$ cat config.mk
export PLATFORM = sky130hd
export DESIGN_NAME = mem_arbiter
export DESIGN_NICKNAME = d
export VERILOG_FILES = /design/src/rtl/mem_arbiter.sv
export SDC_FILE = /design/constraint.sdc
export NUM_CORES = 1
export LEC_CHECK = 0
export BUFFER_PORTS_ARGS = -buffer_cell sky130_fd_sc_hd__buf_2
export CAP_MARGIN = 20
export CORE_MARGIN = 2
export CORE_UTILIZATION = 48
export DETAILED_ROUTE_END_ITERATION = 8
export HOLD_SLACK_MARGIN = 0.08
export PLACE_DENSITY = 0.9
export RECOVER_POWER = 100
export SLEW_MARGIN = 20
export SYNTH_ARGS = -nofsm -noshare
export SYNTH_HDL_FRONTEND = slang
export SYNTH_SLANG_ARGS = --single-unit
$ cat constraint.sdc
create_clock -name clk -period 7.4 [get_ports clk]
set_input_delay 1.48 -clock clk [delete_from_list [all_inputs] [get_ports clk]]
set_output_delay 1.48 -clock clk [all_outputs]
set_load 0.05 [all_outputs]
$ cat src/rtl/mem_arbiter.sv
// Arbiter sharing one unified cache port between instruction fetch and data access.
// Data has priority, but a bounded data-grant streak keeps a waiting fetch from starving.
module mem_arbiter #(
    parameter int unsigned MAX_D_STREAK = 4
) (
    input  logic        clk,
    input  logic        rst,
    input  logic        i_req,
    input  logic [31:0] i_addr,
    output logic        i_ack,
    output logic [31:0] i_rdata,
    input  logic        d_req,
    input  logic        d_we,
    input  logic [31:0] d_addr,
    input  logic [31:0] d_wdata,
    input  logic [3:0]  d_be,
    output logic        d_ack,
    output logic [31:0] d_rdata,
    output logic        c_req,
    output logic        c_we,
    output logic [31:0] c_addr,
    output logic [31:0] c_wdata,
    output logic [3:0]  c_be,
    input  logic        c_ack,
    input  logic [31:0] c_rdata
);

    localparam logic [3:0] MAX_S = 4'(MAX_D_STREAK);

    typedef enum logic [1:0] {
        IDLE   = 2'd0,
        BUSY_I = 2'd1,
        BUSY_D = 2'd2
    } state_t;

    state_t      state_q, state_d;
    logic        pi_v_q, pi_v_d;
    logic [31:0] pi_addr_q, pi_addr_d;
    logic        pd_v_q, pd_v_d;
    logic        pd_we_q, pd_we_d;
    logic [31:0] pd_addr_q, pd_addr_d;
    logic [31:0] pd_wdata_q, pd_wdata_d;
    logic [3:0]  pd_be_q, pd_be_d;
    logic [3:0]  streak_q, streak_d;

    logic idle, i_cand, d_cand, grant_i, grant_d;

    always_comb begin
        // Issue decisions depend only on state and requests, never on c_ack.
        idle    = (state_q == IDLE) && !rst;
        i_cand  = i_req || pi_v_q;
        d_cand  = d_req || pd_v_q;
        grant_d = idle && d_cand && !(i_cand && (streak_q == MAX_S));
        grant_i = idle && i_cand && !grant_d;

        c_req   = 1'b0;
        c_we    = 1'b0;
        c_addr  = '0;
        c_wdata = '0;
        c_be    = '0;
        if (grant_d) begin
            c_req   = 1'b1;
            c_we    = pd_v_q ? pd_we_q    : d_we;
            c_addr  = pd_v_q ? pd_addr_q  : d_addr;
            c_wdata = pd_v_q ? pd_wdata_q : d_wdata;
            c_be    = pd_v_q ? pd_be_q    : d_be;
        end else if (grant_i) begin
            c_req  = 1'b1;
            c_addr = pi_v_q ? pi_addr_q : i_addr;
            c_be   = '1;
        end

        i_ack   = !rst && c_ack && (grant_i || (state_q == BUSY_I));
        d_ack   = !rst && c_ack && (grant_d || (state_q == BUSY_D));
        i_rdata = i_ack ? c_rdata : '0;
        d_rdata = d_ack ? c_rdata : '0;
    end

    always_comb begin
        state_d = state_q;
        case (state_q)
            IDLE: begin
                if (grant_d && !c_ack)      state_d = BUSY_D;
                else if (grant_i && !c_ack) state_d = BUSY_I;
            end
            BUSY_I, BUSY_D: begin
                if (c_ack) state_d = IDLE;
            end
            default: state_d = IDLE;
        endcase
    end

    always_comb begin
        pi_v_d     = pi_v_q;
        pi_addr_d  = pi_addr_q;
        pd_v_d     = pd_v_q;
        pd_we_d    = pd_we_q;
        pd_addr_d  = pd_addr_q;
        pd_wdata_d = pd_wdata_q;
        pd_be_d    = pd_be_q;
        streak_d   = streak_q;

        if (grant_i) begin
            pi_v_d = 1'b0;
        end else if (i_req) begin
            pi_v_d    = 1'b1;
            pi_addr_d = i_addr;
        end

        if (grant_d) begin
            pd_v_d = 1'b0;
        end else if (d_req) begin
            pd_v_d     = 1'b1;
            pd_we_d    = d_we;
            pd_addr_d  = d_addr;
            pd_wdata_d = d_wdata;
            pd_be_d    = d_be;
        end

        // Streak counts data grants that bypassed a waiting fetch.
        if (idle) begin
            if (grant_i || !i_cand)
                streak_d = '0;
            else if (grant_d && (streak_q != 4'hF))
                streak_d = streak_q + 4'd1;
        end
    end

    always_ff @(posedge clk or posedge rst) begin
        if (rst) begin
            state_q    <= IDLE;
            pi_v_q     <= 1'b0;
            pi_addr_q  <= '0;
            pd_v_q     <= 1'b0;
            pd_we_q    <= 1'b0;
            pd_addr_q  <= '0;
            pd_wdata_q <= '0;
            pd_be_q    <= '0;
            streak_q   <= '0;
        end else begin
            state_q    <= state_d;
            pi_v_q     <= pi_v_d;
            pi_addr_q  <= pi_addr_d;
            pd_v_q     <= pd_v_d;
            pd_we_q    <= pd_we_d;
            pd_addr_q  <= pd_addr_d;
            pd_wdata_q <= pd_wdata_d;
            pd_be_q    <= pd_be_d;
            streak_q   <= streak_d;
        end
    end

endmodule

==> summary.log, run 1 <==
[grt] antenna violations before repair 1
[critical_path] CP Buf/Inv Count 3
[placed_design] cell total after placement 953
[critical_path] CP max stage delay 1260 ps
[pwr] switching share of power 0.480
[clock_tree] Root Buffer Master sky130_fd_sc_hd__clkbuf_16
[clock_tree] post-CTS setup buffer count 0
[synthesis] top post-synthesis cells by count sky130_fd_sc_hd__dfrtp_1 (109), sky130_fd_sc_hd__mux2_1 (101), sky130_fd_sc_hd__mux2i_1 (101)
[critical_path] arrival time reported for the critical path endpoint 4500 ps
[placed_design] port buffer count 273
[synthesis] number of synthesized flops with an enable pin 0
[synthesis] most common flop cell mapped by yosys sky130_fd_sc_hd__dfrtp_1
[die] Site Rows 41
[pwr] fraction of power consumed by the clock network 0.159
[detailed_routing] sum of routed wire segments on met1 6260 um
[final_layout] Storage cell area 0.00273 mm^2
[outcome] status complete, but fails checks
[timing] minimum clock period 5980 ps
[critical_path] CP max stage cell sky130_fd_sc_hd__clkbuf_1
[final_layout] final-stage net count 935
[job] number of maximum-capacitance violations 4
[critical_path] required arrival time at the worst endpoint 5920 ps
[critical_path] Cell Chain, Critical Path clkbuf_1 > o21ai_0 > o32a_1 > clkbuf_1 > a21oi_4 > and2_0 > buf_2
[final_layout] Core Util, Final 0.618
[grt] maximum number of pins on one net before global-route repair 70
[final_layout] non-filler instance count after layout 970
[clock_tree] number of sinks handled by clock tree synthesis 109
[detailed_routing] length of routed met2 wiring 8510 um
[detailed_routing] total met3 wirelength after detailed routing 965 um
[synthesis] area share of the leading cell type in the synthesized netlist 0.439
[critical_path] crit-path max FO 34
[critical_path] class of the most critical setup path input port to output port
[die] Die W 118 um
[synthesis] post-synthesis instance total 542
[pwr] total power per unit cell area 401 mW/mm^2
[min_path] HP Class register to register
[clock_tree] clock slew seen by the registers of the worst setup and hold paths 70 ps
[synthesis] Synth Area per Inst 11.5 um^2
[grt] Total GRT Usage 0.230
[die] starting density of the core 0.492
[die] Die Footprint 0.0139 mm^2
[synthesis] Yosys top cell by area sky130_fd_sc_hd__dfrtp_1
[detailed_routing] Pre-Repair DR Iteration Count 4
[clock_tree] post-cts gate resize count 0
[synthesis] register bit total from synthesis 109
[final_layout] fill cell instance count of the final layout 1147
[detailed_routing] residual antenna-violating net count after detailed routing 0
[timing] final setup violating endpoints 0
[clock_tree] cts bufs inserted 9
[pwr] internal power 1.63 mW
[timing] headroom to the max-slew limit -1.08
[critical_path] critical path launch point type input port
[detailed_routing] 1st-iter DRT viols 187
[timing] slew at the pin closest to its max-slew limit 3090 ps
[synthesis] Cell variety after synth 40
[synthesis] Synthesis Warnings 0
[timing] worst setup margin 1420 ps
[detailed_routing] highest metal layer used by the detailed router met4
[placed_design] total half-perimeter wirelength after legalization and detailed placement 11800 um
[grt] first-pass GRT wire length 25600 um
[pwr] Switching Power 1.50 mW
[placed_design] global placer's final weighted congestion 0.846
[timing] worst clock skew 10.9 ps
[timing] final hold violation count 0
[synthesis] fraction of synthesis flops using an asynchronous set or reset pin 1.00
[placed_design] worst setup timing slack at the placement stage 2290 ps
[pwr] part of the power in combinational logic 0.530
[die] number of primary I/O pins 274
[final_layout] area added between synthesis and finish 25.6%
[timing] RSZ-0062 raised after global routing no
[die] chip height 118 um
[timing] post-route worst hold slack 491 ps
[detailed_routing] Vias/cell 5.35
[clock_tree] H-tree depth 3
[final_layout] area taken by multi-input logic gates 0.00323 mm^2
[clock_tree] TritonCTS clock tree done
[pwr] Flop pwr share 0.311
[grt] aggregate global routing overflow 0
[synthesis] synthesized net count 685
[pwr] leakage power of the design 3.88 nW
[clock_tree] worst skew pair latency 350 ps
[synthesis] top post-synthesis cells by area sky130_fd_sc_hd__dfrtp_1 (44%), sky130_fd_sc_hd__mux2_1 (18%), sky130_fd_sc_hd__mux2i_1 (16%)
[outcome] violated checks capacitance limit, slew limit
[critical_path] most common cell type on the critical path sky130_fd_sc_hd__clkbuf_1
[clock_tree] number of buffers on the longest clock path 2
[detailed_routing] routed wire length per instance 16.7 um
[timing] post-route fraction of the period consumed by the critical path 0.809
[clock_tree] Hold-fix buffers, CTS 0
[die] floorplan core area 0.0126 mm^2
[final_layout] fraction of layout cells with a size suffix above 1 0.245
[timing] final max-slew violation count 161
[detailed_routing] remaining routing DRC violations 0
[critical_path] dominant delay contributor by cell family on the critical path buffers and inverters
[grt] via count of the first global-routing pass 5217
[timing] total negative slack for setup checks 0 ps
[pwr] IR Drop Worst-Case VDD 0.256 mV
[detailed_routing] routed wire length 16200 um
[critical_path] capturing element type of the critical path output port
[synthesis] total standard cell area after synthesis 0.00621 mm^2
[detailed_routing] vias 5194
[timing] achievable frequency 167 MHz
[synthesis] share of synthesized area occupied by flip-flops and latches 0.439
[synthesis] most frequent cell after synthesis sky130_fd_sc_hd__dfrtp_1
==> final timing paths <==
path	to	cells after the start	from	slack, ps
setup / recovery	i_rdata[24]	7	i_req	1420
setup reg to reg	pd_wdata_q[26]	5	pi_v_q	2170
hold / removal	pd_addr_q[4]	1	pd_addr_q[4]	490
min in group asynchronous	pd_v_q	2	rst	1400
hold reg to reg	pd_addr_q[4]	1	pd_addr_q[4]	490
max in group asynchronous	pd_addr_q[25]	3	rst	3430
==> power by group through the flow <==
stage               clock network [mW]  registers, mW  logic, mW
global route                     0.528           1.00       1.78
global placement                     0          0.967       1.68
detailed placement                   0          0.984       1.70
floorplan                            0          0.890       1.41
finish                           0.497          0.974       1.66
CTS                              0.505          0.972       1.70
==> flip-flops by register name, summed over array words and instances, names as in the netlist <==
register,flops
pi_v_q,1
pi_addr_q,32
streak_q,4
pd_we_q,1
state_q,2
pd_addr_q,32
pd_v_q,1
pd_wdata_q,32
pd_be_q,4
==> cell usage in the layout (no fill, tap or decap), types with 2 or more instances in the layout <==
cell type,count
sky130_fd_sc_hd__buf_2,171
sky130_fd_sc_hd__clkbuf_1,107
sky130_fd_sc_hd__dfrtp_1,107
sky130_fd_sc_hd__mux2_1,101
sky130_fd_sc_hd__mux2i_1,101
sky130_fd_sc_hd__and2_1,49
sky130_fd_sc_hd__nor2_1,38
sky130_fd_sc_hd__o22ai_1,32
sky130_fd_sc_hd__and2_0,15
sky130_fd_sc_hd__inv_1,10
sky130_fd_sc_hd__clkbuf_16,9
sky130_fd_sc_hd__nand2_1,5
sky130_fd_sc_hd__a21oi_1,5
sky130_fd_sc_hd__ha_1,5
sky130_fd_sc_hd__nand2b_1,3
sky130_fd_sc_hd__o21ai_0,3
sky130_fd_sc_hd__nand3_1,3
sky130_fd_sc_hd__o31ai_1,2
sky130_fd_sc_hd__a22o_1,2
sky130_fd_sc_hd__clkinvlp_4,2
sky130_fd_sc_hd__clkbuf_8,2
sky130_fd_sc_hd__buf_4,2
==> cell type report <==
class | instances | area share
multi-input combinational | 382 | 0.414
sequential | 109 | 0.350
timing repair buffer | 279 | 0.163
clock buffer | 13 | 0.0334
tap | 172 | 0.0276
clock inverter | 3 | 0.00577
inverter | 11 | 0.00561
antenna | 1 | 0.000321
==> stage by stage <==
| step | instance area (um^2) | total power [mW] |
|---|---|---|
| finish | 7800 | 3.13 |
| detailed placement | 7650 | 2.68 |
| floorplan | 6210 | 2.31 |
| global route | 7800 | 3.30 |
| global placement | 7650 | 2.64 |
| CTS | 7960 | 3.18 |
==> per-layer routing <==
metal | global-route usage | vias up
met5 | 0 | -
met4 | 0.108 | 0
met3 | 0.0504 | 28
met2 | 0.420 | 196
met1 | 0.253 | 2538
li1 | - | 2432
==> cells by family after synthesis <==
kind of cell               Yosys count  synth area share
AOI/OAI and AO/OA                   50            0.0546
adders and majority gates            5            0.0101
buffers and inverters               51            0.0387
DFF                                109             0.439
muxes                              203             0.348
and+or+nand+nor                    124             0.110
No activity file was read; power rests on OpenSTA's default activity.
==> run 2, diff against run 1 <==
--- a/config.mk
+++ b/config.mk
@@ -5,13 +5,14 @@
 export SDC_FILE = /design/constraint.sdc
 export NUM_CORES = 1
 export LEC_CHECK = 0
+export ABC_AREA = 1
 export BUFFER_PORTS_ARGS = -buffer_cell sky130_fd_sc_hd__buf_2
 export CAP_MARGIN = 20
 export CORE_MARGIN = 2
-export CORE_UTILIZATION = 48
+export CORE_UTILIZATION = 44
 export DETAILED_ROUTE_END_ITERATION = 8
 export HOLD_SLACK_MARGIN = 0.08
-export PLACE_DENSITY = 0.9
+export PLACE_DENSITY = 0.87
 export RECOVER_POWER = 100
 export SLEW_MARGIN = 20
 export SYNTH_ARGS = -nofsm -noshare
==> constraint.sdc (replaced) <==
create_clock -name clk -period 4.9 [get_ports clk]
set_input_delay 0.98 -clock clk [delete_from_list [all_inputs] [get_ports clk]]
set_output_delay 0.98 -clock clk [all_outputs]
set_load 0.05 [all_outputs]
==> summary.log, run 2 <==
[final_layout] most frequent cells in the layout sky130_fd_sc_hd__nand2_1 (317), sky130_fd_sc_hd__buf_2 (151), sky130_fd_sc_hd__o21ai_0 (144)
[timing] worst clock skew 5.90 ps
[critical_path] critical path launch point type input port
[pwr] part of the power in combinational logic 0.578
[timing] RSZ-0062 raised after global routing no
[synthesis] number of synthesized flops with an enable pin 0
[critical_path] capturing element type of the critical path output port
[timing] final setup violating endpoints 0
[synthesis] most frequent cell after synthesis sky130_fd_sc_hd__nand2_1
[clock_tree] clock slew seen by the registers of the worst setup and hold paths 70 ps
[synthesis] Cell variety after synth 25
[synthesis] Yosys top cell by area sky130_fd_sc_hd__dfrtp_1
[clock_tree] worst skew pair latency 350 ps
[grt] via count of the first global-routing pass 6177
[critical_path] CP Buf/Inv Count 4
[critical_path] origin of the critical flop-to-flop path state_q[0]
[timing] minimum clock period 4160 ps
[die] number of primary I/O pins 274
[pwr] fraction of power consumed by the clock network 0.154
[job] number of maximum-capacitance violations 3
[die] Die Footprint 0.0157 mm^2
[pwr] internal power 2.34 mW
[clock_tree] post-CTS setup buffer count 0
[synthesis] top post-synthesis cells by area sky130_fd_sc_hd__dfrtp_1 (42%), sky130_fd_sc_hd__nand2_1 (18%), sky130_fd_sc_hd__o21ai_0 (13%)
[timing] post-route fraction of the period consumed by the critical path 0.850
[timing] total negative slack for setup checks 0 ps
[min_path] sink of the worst hold path pd_wdata_q[15]
[final_layout] fraction of layout cells with a size suffix above 1 0.199
[synthesis] synthesized net count 1086
[synthesis] fraction of synthesis flops using an asynchronous set or reset pin 1.00
[min_path] number of instances on the worst hold path 2
[critical_path] capturing point of the worst reg2reg path pd_addr_q[11]
[final_layout] final-stage net count 1319
[critical_path] most common cell type on the critical path sky130_fd_sc_hd__nand2_1
[grt] Total GRT Usage 0.225
[critical_path] number of cell instances on the worst register-to-register path 8
[grt] first-pass GRT wire length 29300 um
[clock_tree] H-tree depth 3
[critical_path] crit-path max FO 33
[placed_design] total half-perimeter wirelength after legalization and detailed placement 12400 um
[final_layout] summed area of non-filler cells in the final layout 0.00820 mm^2
[pwr] total power per unit cell area 635 mW/mm^2
[detailed_routing] residual antenna-violating net count after detailed routing 0
[grt] maximum number of pins on one net before global-route repair 105
[die] Die W 125 um
[pwr] Switching Power 2.86 mW
[final_layout] Top Registers pd_addr_q: 32 flops, pd_wdata_q: 32 flops, pi_addr_q: 32 flops
[min_path] HP Class register to register
[final_layout] area added between synthesis and finish 27.0%
[detailed_routing] Vias/cell 4.92
[clock_tree] TritonCTS clock tree done
[clock_tree] number of sinks handled by clock tree synthesis 109
[grt] aggregate global routing overflow 0
[critical_path] arrival time reported for the critical path endpoint 3180 ps
[timing] headroom to the max-slew limit -0.732
[placed_design] port buffer count 273
[synthesis] top post-synthesis cells by count sky130_fd_sc_hd__nand2_1 (312), sky130_fd_sc_hd__o21ai_0 (163), sky130_fd_sc_hd__inv_1 (113)
[pwr] leakage power of the design 4.26 nW
[detailed_routing] 1st-iter DRT viols 368
[pwr] Overall Power 5.21 mW
[outcome] status complete, but fails checks
[critical_path] Cell Chain, Critical Path clkbuf_1 > nor2_1 > inv_1 > nand2_1 > nand2_1 > nand2_1 > inv_2 > nand2_1 > o21ai_2 > clkbuf_1
[min_path] startpoint of the worst hold path pd_wdata_q[15]
[critical_path] required arrival time at the worst endpoint 3920 ps
[pwr] IR Drop Worst-Case VDD 0.333 mV
[synthesis] area share of the leading cell type in the synthesized netlist 0.422
[synthesis] Synthesis Warnings 0
[critical_path] class of the most critical setup path input port to output port
[critical_path] dominant delay contributor by cell family on the critical path buffers and inverters
[clock_tree] Root Buffer Master sky130_fd_sc_hd__clkbuf_16
[synthesis] post-synthesis instance total 943
[timing] final hold violation count 0
[synthesis] register bit total from synthesis 109
[die] starting density of the core 0.448
[synthesis] share of synthesized area occupied by flip-flops and latches 0.422
[critical_path] register-to-register setup slack 1260 ps
[clock_tree] Hold-fix buffers, CTS 0
[grt] antenna violations before repair 1
[final_layout] most frequent standard cell in the layout excluding fill and tap cells sky130_fd_sc_hd__nand2_1
[detailed_routing] vias 6714
[clock_tree] cts bufs inserted 9
[die] Site Rows 44
[die] floorplan core area 0.0144 mm^2
[placed_design] worst setup timing slack at the placement stage 1170 ps
[critical_path] CP max stage cell sky130_fd_sc_hd__inv_2
[detailed_routing] Pre-Repair DR Iteration Count 5
[synthesis] most common flop cell mapped by yosys sky130_fd_sc_hd__dfrtp_1
[timing] achievable frequency 240 MHz
[outcome] violated checks capacitance limit, slew limit
[timing] worst setup margin 735 ps
[die] chip height 125 um
[detailed_routing] routed wire length 17700 um
[placed_design] global placer's final weighted congestion 0.757
[timing] final max-slew violation count 219
[detailed_routing] routed wire length per instance 13.0 um
[critical_path] CP max stage delay 580 ps
[pwr] switching share of power 0.550
[detailed_routing] remaining routing DRC violations 0
[pwr] Flop pwr share 0.269
[synthesis] total standard cell area after synthesis 0.00646 mm^2
[placed_design] post-place instance area 0.00806 mm^2
[synthesis] Synth Area per Inst 6.85 um^2
[timing] slew at the pin closest to its max-slew limit 2600 ps
[clock_tree] number of buffers on the longest clock path 2
[clock_tree] post-cts gate resize count 0
[run 2: final cells by class]
| type | instances | area [um^2] |
|---|---|---|
| fillers | 1434 | 6230 |
| inverters | 116 | 440 |
| clock inverters | 5 | 82.6 |
| multi-input cells | 655 | 3160 |
| clock buffers | 11 | 243 |
| flip-flops and latches | 109 | 2730 |
| repair buffers | 285 | 1310 |
| well taps | 184 | 230 |
| diodes | 1 | 2.50 |
[run 2: routing by layer]
metal / GRT usage / part of all wire / vias up / wire length [um]
met5: 0 / 0 / - / 0
li1: - / - / 3396 / -
met3: 0.0389 / 0.053 / 24 / 938
met1: 0.284 / 0.42 / 3080 / 7430
met4: 0.0634 / 0.020 / 0 / 360
met2: 0.396 / 0.51 / 214 / 8970
[run 2: worst max path at each step]
stage / end / depth (start not counted) / start / slack, ps
after floorplan: c_addr[17] / 11 / rst / -170
after global placement: d_rdata[22] / 8 / d_req / 1070
after detailed placement: c_addr[29] / 11 / rst / 1170
after CTS: c_addr[29] / 11 / rst / 1170
after global routing: c_addr[22] / 10 / i_req / 490
final: c_addr[24] / 10 / i_req / 740
[run 2: power groups by stage]
stage / combinational [mW] / clock (mW) / sequential, mW
6_report: 3.01 / 0.800 / 1.40
2_1_floorplan: 2.52 / 0 / 1.36
3_3_place_gp: 3.06 / 0 / 1.39
3_5_place_dp: 3.11 / 0 / 1.41
4_1_cts: 3.12 / 0.815 / 1.39
5_1_grt: 3.29 / 0.846 / 1.44
[run 2: tightest hold or removal path, cell delays in order (launching register included)]
cell and delay (ps):
sky130_fd_sc_hd__dfrtp_1 350, sky130_fd_sc_hd__nand2_1 50, sky130_fd_sc_hd__nand2_1 40
[run 2: through the flow]
stage                util  hold WS [ps]  instances
finish              0.568           471       1366
global route        0.568           491       1366
CTS                 0.582           476       1365
detailed placement  0.559           458       1349
global placement    0.559           453       1349
floorplan               -           442        943
[run 2: kinds of logic (layout without fill, tap and decap cells)]
group | after synthesis | in the layout | synth area share
AND/OR/NAND/NOR | 439 | 439 | 0.282
flip-flops | 109 | 109 | 0.422
XOR/XNOR | 2 | 2 | 0.00271
other | 0 | 1 | 0
adder cells (fa/ha/maj) | 5 | 5 | 0.00969
multiplexers | 3 | 3 | 0.00465
buffers and inverters | 179 | 417 | 0.118
AO/OA/AOI/OAI | 206 | 206 | 0.160
